### src/rtl/if_id_buf.sv
// Two-entry skid buffer between fetch and decode; registered in_ready, flushable by execute redirects.
// Optional performance counters (stall_cnt, flush_cnt) are built when IFID_PERF_CNT_EN is defined.
module if_id_buf #(
    parameter int unsigned XLEN  = 32,
    parameter int unsigned CNT_W = 16
) (
    input  logic             clk,
    input  logic             rst_n,
    input  logic             in_valid,
    input  logic [XLEN-1:0]  in_pc,
    input  logic [XLEN-1:0]  in_pc_nxt,
    input  logic [XLEN-1:0]  in_instr,
    output logic             in_ready,
    input  logic             flush,
    output logic             id_valid,
    output logic [XLEN-1:0]  id_pc,
    output logic [XLEN-1:0]  id_pc_nxt,
    output logic [XLEN-1:0]  id_instr,
    input  logic             id_ready
`ifdef IFID_PERF_CNT_EN
    ,
    output logic [CNT_W-1:0] stall_cnt,
    output logic [CNT_W-1:0] flush_cnt
`endif
);

    typedef struct packed {
        logic [XLEN-1:0] pc;
        logic [XLEN-1:0] pc_nxt;
        logic [XLEN-1:0] instr;
    } entry_t;

    typedef enum logic [1:0] {
        EMPTY = 2'd0,
        HALF  = 2'd1,
        FULL  = 2'd2
    } state_e;

    state_e state_q, state_d;
    entry_t head_q, head_d;
    entry_t skid_q, skid_d;
    entry_t in_entry;
    logic   in_ready_q, in_ready_d;
    logic   id_valid_q, id_valid_d;
    logic   push, pop;

    assign in_entry = '{pc: in_pc, pc_nxt: in_pc_nxt, instr: in_instr};
    assign push     = in_valid & in_ready_q;
    assign pop      = id_valid_q & id_ready;

    // Next-state and storage steering; flush overrides any push or pop
    always_comb begin
        state_d = state_q;
        head_d  = head_q;
        skid_d  = skid_q;
        if (flush) begin
            state_d = EMPTY;
        end else begin
            unique case (state_q)
                EMPTY: begin
                    if (push) begin
                        head_d  = in_entry;
                        state_d = HALF;
                    end
                end
                HALF: begin
                    if (push && pop) begin
                        head_d = in_entry;
                    end else if (push) begin
                        skid_d  = in_entry;
                        state_d = FULL;
                    end else if (pop) begin
                        state_d = EMPTY;
                    end
                end
                FULL: begin
                    if (pop) begin
                        head_d  = skid_q;
                        state_d = HALF;
                    end
                end
                default: state_d = EMPTY;
            endcase
        end
        in_ready_d = (state_d != FULL);
        id_valid_d = (state_d != EMPTY);
    end

    always_ff @(posedge clk or negedge rst_n) begin
        if (!rst_n) begin
            state_q    <= EMPTY;
            head_q     <= '0;
            skid_q     <= '0;
            in_ready_q <= 1'b1;
            id_valid_q <= 1'b0;
        end else begin
            state_q    <= state_d;
            head_q     <= head_d;
            skid_q     <= skid_d;
            in_ready_q <= in_ready_d;
            id_valid_q <= id_valid_d;
        end
    end

    assign in_ready  = in_ready_q;
    assign id_valid  = id_valid_q;
    assign id_pc     = head_q.pc;
    assign id_pc_nxt = head_q.pc_nxt;
    assign id_instr  = head_q.instr;

`ifdef IFID_PERF_CNT_EN
    logic [CNT_W-1:0] stall_cnt_q, stall_cnt_d;
    logic [CNT_W-1:0] flush_cnt_q, flush_cnt_d;

    // Saturating event counters
    always_comb begin
        stall_cnt_d = stall_cnt_q;
        flush_cnt_d = flush_cnt_q;
        if (id_valid_q && !id_ready && (stall_cnt_q != '1)) begin
            stall_cnt_d = stall_cnt_q + CNT_W'(1);
        end
        if (flush && (flush_cnt_q != '1)) begin
            flush_cnt_d = flush_cnt_q + CNT_W'(1);
        end
    end

    always_ff @(posedge clk or negedge rst_n) begin
        if (!rst_n) begin
            stall_cnt_q <= '0;
            flush_cnt_q <= '0;
        end else begin
            stall_cnt_q <= stall_cnt_d;
            flush_cnt_q <= flush_cnt_d;
        end
    end

    assign stall_cnt = stall_cnt_q;
    assign flush_cnt = flush_cnt_q;
`endif

endmodule

### config.mk
export PLATFORM = sky130hd
export DESIGN_NAME = if_id_buf
export DESIGN_NICKNAME = d
export VERILOG_FILES = /design/src/rtl/if_id_buf.sv
export SDC_FILE = /design/constraint.sdc
export NUM_CORES = 1
export LEC_CHECK = 0
export CAP_MARGIN = 25
export CORE_ASPECT_RATIO = 0.6
export CORE_UTILIZATION = 59
export CTS_CLUSTER_DIAMETER = 100
export DETAILED_ROUTE_END_ITERATION = 10
export DONT_BUFFER_PORTS = 1
export PLACE_DENSITY_LB_ADDON = 0.12
export SYNTH_ARGS = -nofsm -noshare
export SYNTH_HDL_FRONTEND = slang
export SYNTH_SLANG_ARGS = --single-unit
### constraint.sdc
create_clock -name clk -period 3.4 [get_ports clk]
set_clock_uncertainty 0.15 [all_clocks]
set_input_delay 0.51 -clock clk [delete_from_list [all_inputs] [get_ports clk]]
set_output_delay 0.51 -clock clk [all_outputs]
set_load 0.02 [all_outputs]
==> results of run 1 <==
==> placed cells by master, fill, tap and decap left out, drive strengths merged <==
cell type / n
a211oi: 2
a21boi: 1
a221o: 1
buf: 7
clkbuf: 20
clkinv: 5
clkinvlp: 1
dfrtp: 195
dfstp: 1
dlygate4sd3: 1
inv: 7
mux2: 288
nand2: 1
nand2b: 1
nand4: 2
nand4b: 1
nand4bb: 1
nor2: 1
nor2b: 1
nor4bb: 1
o21ai: 1
o32ai: 1
==> metal layers <==
metal  vias to the layer above  track usage
met3                         8        0.103
met4                         0       0.0745
met1                      2287        0.277
li1                       1914            -
met5                         -            0
met2                       114        0.365
==> sequential cells by signal, indices dropped and copies added, names as in the netlist <==
signal,cells
in_ready,1
id_pc_nxt,32
skid_q,96
id_pc,32
id_instr,32
id_valid,1
state_q,2
==> critical path, delay by kind of cell (launching register included) <==
family,cells,cell delay (ps)
multiplexers,1,410
AO/OA/AOI/OAI,1,310
buffers and inverters,1,670
flip-flops,1,470
AND/OR/NAND/NOR,1,270
==> final timing paths <==
kind,slack (ps),to,cells after the start,start
min in group clk,70,skid_q[94],1,in_pc[30]
max in group asynchronous,3060,in_ready,0,rst_n
worst max-delay path,970,id_pc[9],4,state_q[0]
worst min register to register,340,skid_q[94],1,skid_q[94]
worst min-delay path,-380,skid_q[91],0,rst_n
worst max register to register,970,id_pc[9],4,state_q[0]
==> power breakdown <==
| part | total, W | leakage [nW] | internal, W | switching [W] |
|---|---|---|---|---|
| clock | 0.00194 | 0.284 | 0.00103 | 0.000915 |
| combinational | 0.00126 | 1.45 | 0.000902 | 0.000355 |
| sequential | 0.00424 | 2.35 | 0.00320 | 0.00104 |
==> logic make-up after synthesis <==
logic type,synth area share
AO/OA/AOI/OAI,0.00790
AND/OR/NAND/NOR,0.00790
multiplexers,0.392
flip-flops,0.563
buffers and inverters,0.0287
==> synthesized netlist by cell type <==
library cell  count  share of area
a211oi_1          2         0.0017
a21boi_2          1         0.0013
a221o_1           1         0.0011
buf_2            14         0.0080
buf_4             2         0.0017
buf_6            14          0.018
clkbuf_1          1        0.00043
dfrtp_1         195           0.56
dfstp_2           1         0.0030
inv_1             1        0.00043
mux2_1            8          0.010
mux2_2          234           0.30
mux2_4           46          0.079
nand2_1           1        0.00043
nand2b_1          1        0.00072
nand4_1           1        0.00072
nand4_2           1         0.0014
nand4b_1          1         0.0010
nand4bb_1         1         0.0013
nor2_1            1        0.00043
nor2b_1           1        0.00072
nor4bb_1          1         0.0011
o21ai_0           1        0.00057
o32ai_4           1         0.0032
==> stage by stage <==
| stage | instances | hold WS [ps] | utilization | setup WS (ps) |
|---|---|---|---|---|
| floorplan | 531 | 64.4 | - | 1530 |
| global placement | 699 | 68.4 | 0.626 | 1100 |
| detailed placement | 699 | 68.7 | 0.626 | 993 |
| CTS | 732 | -394 | 0.668 | 986 |
| global route | 732 | -405 | 0.668 | 863 |
| finish | 732 | -376 | 0.668 | 967 |
==> final cells by class <==
cell class / count / area, µm² / area share
clock buffer: 20 / 467 / 0.0498
clock inverter: 12 / 111 / 0.0119
inverter: 1 / 3.75 / 0.000400
multi-input combinational: 303 / 3570 / 0.381
sequential: 196 / 4910 / 0.523
tap: 192 / 240 / 0.0256
timing repair buffer: 8 / 75.1 / 0.00801
==> flow_summary.yaml, run 1 <==
grt:
  grtUsageTotal: 0.227
  grt_start_max_net_pins: 197
  grt_pass1_vias: 4805
  grt_overflow: 0
  grt_pass1_wl_um: 26300
  antenna_found_initial: 0
timing:
  tns_ps: 0
  worst_pin_slew_ps: 784
  maxSlewHeadroom: 0.478
  post-route-period-util: 0.716
  hold_viol: 195
  period_minus_slack_ps: 2430
  rsz0062_at_grt: "no"
  fmax_ghz: 0.411
  setup_viol: 0
  hold_slack_ps: -376
  slew_viol_final: 0
power:
  p_leak_nw: 4.08
  p_total_w: 0.00744
  max-vdd-ir-drop_mv: 0.414
  power_density_nw_per_um2: 793
routing:
  viasPerCell: 5.91
  dr.first_iter.drc_count: 214
  ant_nets: 0
  drc: 0
  wl_met3_um: 1600
  maxUsedRoutingLayer: "met4"
  dr_wl_met2_um: 7920
  avgRoutedWirePerCell_um: 22.6
  routed-via-count: 4323
  drt_wl_total_um: 16600
  dr.pass1.iters: 4
  wl_met1_um: 6920
logic_synthesis:
  synthCells: 531
  synthesis.nets: 632
  syn-cell-area_um2: 8710
  seq_area_frac_synth: 0.563
  synth_seq_cells: 196
  ys_types: 24
  yosysWarnings: 0
  syn-mean-instance-area_um2: 16.4
floorplan:
  die_x_um: 159
  initial_core_util: 0.620
  core-area_um2: 14000
  io_pins: 199
  core.rowCount: 33
  fp.dieH_um: 96.1
  die_area_um2: 15300
cts:
  clock_latency_ps: 420
  cts_buffers: 17
  cts_tree: "built"
  cts.hold.buffers_added: 1
  cts.sinks: 196
  clockRootBuffer: "clkbuf_16"
  h-tree-depth: 4
  clockBufferDepth: 2
  clkTransAtPathRegs_ps: 80
  cts_setup_buffers: 0
  cts.repair.resized: 0
job:
  drv_cap: 0
worst_hold_path:
  hp-class: "input port to async pin"
outcome:
  status: "complete, but fails checks"
  violations: "hold timing"
worst_setup_path:
  path_class: "flip-flop to flip-flop"
  arrival_ps: 2580
  crit_chain: "nand2b_1 > o32ai_4 > buf_4 > mux2_2"
  crit_slowest_cell: "buf_4"
  cpPeakStageDelay_ps: 670
  cp-start-kind: "flip-flop"
  cp-end-kind: "flip-flop"
  crit_fanout: 51
  critPathRequiredTime_ps: 3550
final_layout:
  design_area_um2: 9370
  antenna_cells: 0
  area_growth_pct: 7.61
  drive_gt1_frac: 0.600
  final_nets: 628
  fillers: 997
placement:
  hpwl_um: 11000
  gp_congestion: 0.782
  placed_cell_area_um2: 8780
  io_buffers: 0
(Power assumes the default switching activity.)
==> run 2, diff against run 1 <==
--- a/config.mk
+++ b/config.mk
@@ -7,7 +7,7 @@
 export LEC_CHECK = 0
 export CAP_MARGIN = 25
 export CORE_ASPECT_RATIO = 0.6
-export CORE_UTILIZATION = 59
+export CORE_UTILIZATION = 57
 export CTS_CLUSTER_DIAMETER = 100
 export DETAILED_ROUTE_END_ITERATION = 10
 export DONT_BUFFER_PORTS = 1
==> constraint.sdc (replaced) <==
create_clock -name clk -period 2.2 [get_ports clk]
set_clock_uncertainty 0.15 [all_clocks]
set_input_delay 0.33 -clock clk [delete_from_list [all_inputs] [get_ports clk]]
set_output_delay 0.33 -clock clk [all_outputs]
set_load 0.02 [all_outputs]
==> run 2 against run 1 <==
Effect of this change: the flow still finishes with violations (hold timing); via count rose by 9.8%; first-iteration DRC count grew 29%; combinational power grew 70%; cell count up 14%; register-to-register slack worse by 830 ps; largest cell class unchanged; largest power group unchanged.
==> flow_summary.yaml, run 2 (synthesis gave the netlist of run 1 again) <==
placement:
  placed_cell_area_um2: 8890
  io_buffers: 0
  gp_congestion: 0.814
  hpwl_um: 10600
  dp_cells: 708
worst_setup_path:
  cp-end-kind: "flip-flop"
  arrival_ps: 2210
  critPathRequiredTime_ps: 2350
  worst_r2r_startpoint: "state_q[1]"
  ff2ff_setup_slack_ps: 140
  reg2reg_to: "id_instr[2]"
  path_class: "flip-flop to flip-flop"
  cp-start-kind: "flip-flop"
  endpoint: "id_instr[2]"
  crit_fanout: 56
  startpoint: "state_q[1]"
  rr_worst_depth: 4
timing:
  tns_ps: 0
  period_minus_slack_ps: 2060
  setup_viol: 0
  maxSlewHeadroom: 0.750
  fmax_ghz: 0.485
  worst_pin_slew_ps: 375
  hold_viol: 196
  slew_viol_final: 0
  rsz0062_at_grt: "no"
  hold_slack_ps: -554
  post-route-period-util: 0.936
final_layout:
  mostFrequentLayoutCells: "mux2_2, dfrtp_1, dlygate4sd3_1, mux2_4, clkbuf_16"
  final_common_cell: "mux2_2"
  antenna_cells: 0
  final_nets: 728
  top_register: "skid_q"
  drive_gt1_frac: 0.509
  design_area_um2: 10400
  stdcell_count: 836
  largest_register_ffs: 96
  area_growth_pct: 19.5
grt:
  grt_overflow: 0
  grt_pass1_vias: 5388
  grt_start_max_net_pins: 197
  grt_busiest_layer: "met2"
  use_met3: 0.0892
  grtUsageMet2: 0.376
  grt_pass1_wl_um: 29200
  antenna_found_initial: 0
  met1_usage: 0.309
  grtUsageTotal: 0.239
cts:
  cts_buffers: 17
  cts_setup_buffers: 0
  clkTransAtPathRegs_ps: 80
  cts.sinks: 196
  clock_latency_ps: 420
  cts_tree: "built"
  clockBufferDepth: 2
  cts.repair.resized: 0
  clockRootBuffer: "clkbuf_16"
  h-tree-depth: 4
  cts.hold.buffers_added: 98
routing:
  avgRoutedWirePerCell_um: 21.4
  routed-via-count: 4745
  drt_wl_total_um: 17900
  dr.pass1.iters: 5
  ant_nets: 0
  dr.first_iter.drc_count: 276
  drc: 0
  viasPerCell: 5.68
floorplan:
  core-area_um2: 14700
  die_x_um: 162
  io_pins: 199
  initial_core_util: 0.592
  core.rowCount: 34
  die_area_um2: 15800
  fp.dieH_um: 97.8
power:
  max-vdd-ir-drop_mv: 0.542
  p_leak_nw: 4.50
  power_density_nw_per_um2: 1110
  p_total_w: 0.0116
outcome:
  status: "complete, but fails checks"
  violations: "hold timing"
job:
  drv_cap: 0
worst_hold_path:
  hp-class: "input port to async pin"
-- run 2: cell types whose count changed in the layout (fill, tap and decap cells not counted) --
cell / change
clkinv_4: -3
clkinvlp_4: +1
dlygate4sd3_1: +97
buf_12: +6
clkbuf_8: -3
inv_6: +2
buf_4: -3
clkinv_2: +1
-- run 2: power by group --
group          leakage (nW)  switching (W)  total [W]  internal [W]
registers              2.35        0.00159    0.00653       0.00494
logic                  1.89       0.000607    0.00214       0.00153
clock network         0.263        0.00143    0.00291       0.00148
-- run 2: per-stage QoR --
| step | util | worst slack, ps |
|---|---|---|
| floorplan | - | 334 |
| global placement | 0.604 | 228 |
| detailed placement | 0.604 | 158 |
| CTS | 0.707 | 148 |
| global route | 0.707 | 16.1 |
| finish | 0.707 | 140 |
-- run 2: layer usage --
layer / wire [µm] / vias to the layer above
met3: 1580 / 19
li1: - / 2108
met2: 8230 / 132
met5: 0 / -
met4: 216 / 0
met1: 7830 / 2486
-- run 2: cell type report --
cell class | instances | area, µm²
Inverter | 1 | 3.75
Timing Repair Buffer | 108 | 1140
Fill cell | 973 | 4310
Sequential cell | 196 | 4910
Multi-Input combinational cell | 303 | 3570
Tap cell | 198 | 248
Clock buffer | 17 | 425
Clock inverter | 13 | 115
-- run 2: how the worst min path moves through the flow --
| stage | slack [ps] | depth (start not counted) | to |
|---|---|---|---|
| 2_1_floorplan | -120 | 0 | id_instr[0] |
| 3_3_place_gp | -110 | 0 | skid_q[86] |
| 3_5_place_dp | -110 | 0 | skid_q[86] |
| 4_1_cts | -570 | 0 | skid_q[58] |
| 5_1_grt | -570 | 0 | skid_q[86] |
| 6_report | -550 | 0 | skid_q[86] |
-- run 2: critical path: stages (launching register included) --
cell      delay (ps)
dfrtp_1          450
nand2b_1         170
o32ai_4          380
buf_12           330
mux2_2           380
==> RTL edit 1: new RTL, flow settings as in run 2 <==
`XLEN`: 32 -> 24.
--- a/src/rtl/if_id_buf.sv
+++ b/src/rtl/if_id_buf.sv
@@ -1,7 +1,7 @@
 // Two-entry skid buffer between fetch and decode; registered in_ready, flushable by execute redirects.
 // Optional performance counters (stall_cnt, flush_cnt) are built when IFID_PERF_CNT_EN is defined.
 module if_id_buf #(
-    parameter int unsigned XLEN  = 32,
+    parameter int unsigned XLEN  = 24,
     parameter int unsigned CNT_W = 16
 ) (
     input  logic             clk,
Interface: changed (6 resized); port bits go from 199 to 151. No check against the original RTL was run, so the function may have changed too.
==> RTL edit 1 against run 2 <==
The run ends with DRC, hold timing left; total power decreased by 17%; routed wire length decreased by 26%; clock power increased by 11%; combinational power decreased by 31%; worst setup slack got worse by 4.3 ps; design area decreased by 23%; area after synthesis decreased by 26%; non-clock buffer count decreased by 27; critical path depth unchanged; sequential cell count decreased by 48; largest power group unchanged; highest routed layer unchanged.
==> RTL edit 1: results (changes against run 2) <==
[outcome]
status=finished with violations  ; unchanged
failed_checks=DRC, hold timing  ; was hold timing

[sta]
hold_viol_final=148  ; was 196
max_slew_margin_pct=61.56  ; was 74.97%
fin_hold_ws_ps=-535.9  ; was -553.6 ps

[yosys]
yosys-top-cells-count=210 x mux2_2, 147 x dfrtp_1, 8 x buf_2  ; was 234 x mux2_2, 195 x dfrtp_1, 46 x mux2_4
synth_nets=482  ; was 632

[pwr]
p_leak_nw=3.364  ; was 4.497 nW
vdd_ir_drop_max_mv=0.7629  ; was 0.5417 mV

[clock_network]
ctsHoldBuffers=73  ; was 98
clkLatencyLatePin_ps=400  ; was 420 ps
cts-resized-gates=0  ; unchanged
post-cts-setup-buffers=0  ; unchanged

[finish]
largest_reg_flops=72  ; was 96
drive_above_1_share_pct=50.60  ; was 50.94%
layout.nets=560  ; was 728

[setup_path]
path_max_fanout=45  ; was 56

[detailed_routing]
drtIter0Drc=101  ; was 276
drt_pass1_iterations=9  ; was 5
wl_per_cell_um=20.81  ; was 21.36 µm
drc=2  ; was 0

[global_route]
grt_max_degree=149  ; was 197
grt_pass1_wl_mm=21.62  ; was 29.24 mm
grt_pass1_vias=4076  ; was 5388
grt_usage_pct=24.10  ; was 23.87%

[placement]
place_hpwl_mm=7.661  ; was 10.62 mm

## RTL edit 1: cell types whose count changed after synthesis, sizes merged, moves of 2 or more
cell	delta
a21oi	+2
buf	-14
clkbuf	+5
dfrtp	-48
mux2	-72
nand4	-2
## RTL edit 1: worst max-delay path, cell delays in order (launching register included)
cell and delay (ps):
dfrtp_1 450, nand4b_1 260, a211oi_4 380, buf_12 310, mux2_2 380
## RTL edit 1: layer usage
layer / up-vias / wire length [µm] / part of all wire [%] / GRT usage [%]
li1: 1621 / - / - / -
met4: 0 / 93 / 0.70 / 7.172
met1: 1865 / 5620 / 43 / 30.61
met5: - / 0 / 0 / 0
met3: 9 / 985 / 7.5 / 8.272
met2: 108 / 6515 / 49 / 39.58
## RTL edit 1: cell type report
class | count | area [µm²]
sequential | 148 | 3705
clock inverter | 12 | 227.7
multi-input combinational | 234 | 2575
clock buffer | 20 | 436.7
fill | 693 | 2765
inverter | 1 | 3.754
tap | 139 | 173.9
timing repair buffer | 81 | 853.3
## RTL edit 1: worst paths after layout
check | start | to | slack, ps | depth (start not counted)
setup / recovery | state_q[0] | id_pc_nxt[1] | 140 | 4
hold reg to reg | skid_q[29] | skid_q[29] | 350 | 1
setup reg to reg | state_q[0] | id_pc_nxt[1] | 140 | 4
hold / removal | rst_n | skid_q[43] | -540 | 0
max in group asynchronous | rst_n | in_ready | 2170 | 0
min in group clk | flush | in_ready | 10 | 2
## RTL edit 1: cell families (layout without fill, tap and decap cells)
| family | Yosys count | in the layout | share of synthesized area (%) |
|---|---|---|---|
| AO/OA/AOI/OAI | 7 | 7 | 0.8585 |
| buffers and inverters | 23 | 114 | 2.321 |
| flip-flops | 148 | 148 | 57.76 |
| multiplexers | 216 | 216 | 37.92 |
| AND/OR/NAND/NOR | 11 | 11 | 1.132 |
## RTL edit 1: per-stage QoR
| step | utilization, % | cell area, µm² | setup WS (ps) | instances | hold slack [ps] |
|---|---|---|---|---|---|
| after floorplan | - | 6414 | 193.0 | 405 | -115.6 |
| final | 74.25 | 7975 | 135.6 | 635 | -535.9 |
| after global routing | 74.25 | 7975 | 73.86 | 635 | -556.2 |
| after CTS | 74.25 | 7975 | 135.9 | 635 | -549.6 |
| after global placement | 61.27 | 6580 | 185.8 | 530 | -113.4 |
| after detailed placement | 61.27 | 6580 | 141.3 | 530 | -112.8 |
## RTL edit 1: power by group
part | total (W) | switching [W] | internal, W
clock network | 0.00323 | 0.00110 | 0.00214
registers | 0.00494 | 0.00119 | 0.00375
logic | 0.00147 | 0.000446 | 0.00102
total | 0.00964 | 0.00273 | 0.00691
==> RTL edit 2: new RTL, settings of run 2 <==
Made on the original files. Add a define of `IFID_PERF_CNT_EN`.
--- a/src/rtl/if_id_buf.sv
+++ b/src/rtl/if_id_buf.sv
@@ -1,5 +1,7 @@
 // Two-entry skid buffer between fetch and decode; registered in_ready, flushable by execute redirects.
 // Optional performance counters (stall_cnt, flush_cnt) are built when IFID_PERF_CNT_EN is defined.
+`define IFID_PERF_CNT_EN
+
 module if_id_buf #(
     parameter int unsigned XLEN  = 32,
     parameter int unsigned CNT_W = 16
New outputs: flush_cnt and stall_cnt. Check against the original RTL: not settled (the Yosys comparison gave no result); the edit may change what the design does.
==> RTL edit 2 against run 2 <==
The flow still finishes with violations (hold timing); design area is 17% higher; total power is 20% higher; global-route usage is 2.1 points higher; area after synthesis is 16% higher; synthesized cell count is 66% higher; die area is 15% higher; routed wire length is 30% higher; sequential cell count is 32 higher; worst setup slack worse by 19 ps; clock power is 23% higher; sequential share of layout area is 0.40 points lower; maximum frequency is 0.92% lower; critical path type unchanged; critical endpoint is now flush_cnt[1]; largest cell class unchanged.
==> RTL edit 2: results (changes against run 2) <==
[outcome]
status=finished with violations  ; unchanged
failed_checks=hold timing  ; unchanged

[sta]
hold_viol_final=228  ; was 196
tightest_slew_ps=544.3  ; was 375.5 ps
fin_hold_ws_ps=-603.8  ; was -553.6 ps

[pwr]
switchingPower_w=0.004495  ; was 0.003628 W
seqPwrFrac_pct=54.7  ; was 56.4%
pg_comb_w=0.00271  ; was 0.00214 W
vdd_ir_drop_max_mv=0.7251  ; was 0.5417 mV
p_per_area_nw_per_um2=1136  ; was 1113 nW/µm²
p_leak_nw=5.593  ; was 4.497 nW

[finish]
regMostFlops=skid_q  ; unchanged
antennaDiodeCount=0  ; unchanged
nFillCells=1178  ; was 973
layout.nets=1104  ; was 728
drive_above_1_share_pct=19.64  ; was 50.94%
largest_reg_flops=96  ; unchanged

[global_route]
antenna_found_initial=1  ; was 0
grt_pass1_vias=7456  ; was 5388
grt_usage_pct=25.98  ; was 23.87%
grt_pass1_wl_mm=38.32  ; was 29.24 mm
grt_max_degree=229  ; was 197

[clock_network]
ctsHoldBuffers=99  ; was 98
clockBufferDepth=3  ; was 2
h-tree-depth=1  ; was 4
post-cts-setup-buffers=0  ; unchanged
root_buffer=clkbuf_16  ; unchanged
clkLatencyLatePin_ps=480  ; was 420 ps
clk_pin_slew_worst_paths_ps=60  ; was 80 ps
cts_buffers=21  ; was 17

[yosys]
yosys-top-cells-count=298 x nand2_1, 227 x dfrtp_1, 113 x mux2_2  ; was 234 x mux2_2, 195 x dfrtp_1, 46 x mux2_4
yosysSeqAreaShare_pct=56.64  ; was 56.33%
synth_area_leaders=dfrtp_1 56%, mux2_2 13%, nand2_1 11%  ; was dfrtp_1 56%, mux2_2 30%, mux2_4 7.9%
ys_warn_count=0  ; unchanged
synth_cells=879  ; was 531
yosysUniqueCellTypes=42  ; was 24
synth_nets=982  ; was 632
async_flop_share_pct=100.0  ; unchanged

[setup_path]
cp.arrival_ps=2290  ; was 2210 ps
slowest_stage=or4_4  ; was dfrtp_1
cp_slowest_stage_delay_ps=600  ; was 450 ps
path_max_fanout=4  ; was 56
crit_family=simple AND/OR/NAND/NOR gates  ; was flip-flops

[detailed_routing]
drt_pass1_iterations=5  ; unchanged
viasPerCell=5.600  ; was 5.676
drtIter0Drc=566  ; was 276
vias=6983  ; was 4745
wl_per_cell_um=18.65  ; was 21.36 µm

[placement]
gp_congestion=0.8693  ; was 0.8138
place_area_um2=10550  ; was 8890 µm²
place.port_buffers=0  ; unchanged
place_hpwl_mm=14.29  ; was 10.62 mm

[worst_hold_path]
hold_path_class=in2async  ; unchanged

-- RTL edit 2: what timing repair did --
item,4_1_cts,5_1_grt
hold endpoints to repair,431,228
gates resized for setup,0,2
endpoints found under the setup margin,0,3
-- RTL edit 2: cell type report --
cell class                 count  share of cell area, %
multi-input combinational    602                  33.70
clock inverter                 6                 0.6759
tap                          234                  2.396
clock buffer                  29                  4.793
timing repair buffer         144                  11.59
sequential                   228                  46.72
inverter                       4                 0.1229
-- RTL edit 2: cells by family after synthesis --
group                      synth area share, %
adders and majority gates               0.2483
AOI/OAI and AO/OA                        1.503
buffers and inverters                    2.744
muxes                                    21.89
DFF                                      56.64
xor gates and xnor gates                 1.825
and+or+nand+nor                          15.15
-- RTL edit 2: worst paths after layout --
check                        startpoint  cells after the start  slack [ps]            to
setup reg to reg           flush_cnt[0]                      5         120  flush_cnt[1]
max in group asynchronous         rst_n                      0        2170      in_ready
hold / removal                    rst_n                      0        -600    skid_q[25]
hold reg to reg              skid_q[74]                      1         340    skid_q[74]
min in group clk               id_ready                      3          20    state_q[0]
setup / recovery           flush_cnt[0]                      5         120  flush_cnt[1]
-- RTL edit 2: metal layers --
layer / global-route usage [%] / up-vias / share of wire, %
li1: - / 3194 / -
met1: 32.98 / 3483 / 42
met2: 43.09 / 264 / 47
met3: 8.042 / 42 / 8.8
met4: 7.519 / 0 / 2.3
met5: 0 / - / 0
-- RTL edit 2: stage by stage --
stage	hold slack [ps]	worst slack, ps	utilization (%)
detailed placement	-111.5	58.35	61.25
CTS	-629.8	40.81	70.89
global route	-631.8	28.77	70.95
floorplan	-115.6	7.200	-
finish	-603.8	120.8	70.95
global placement	-111.7	113.6	61.25
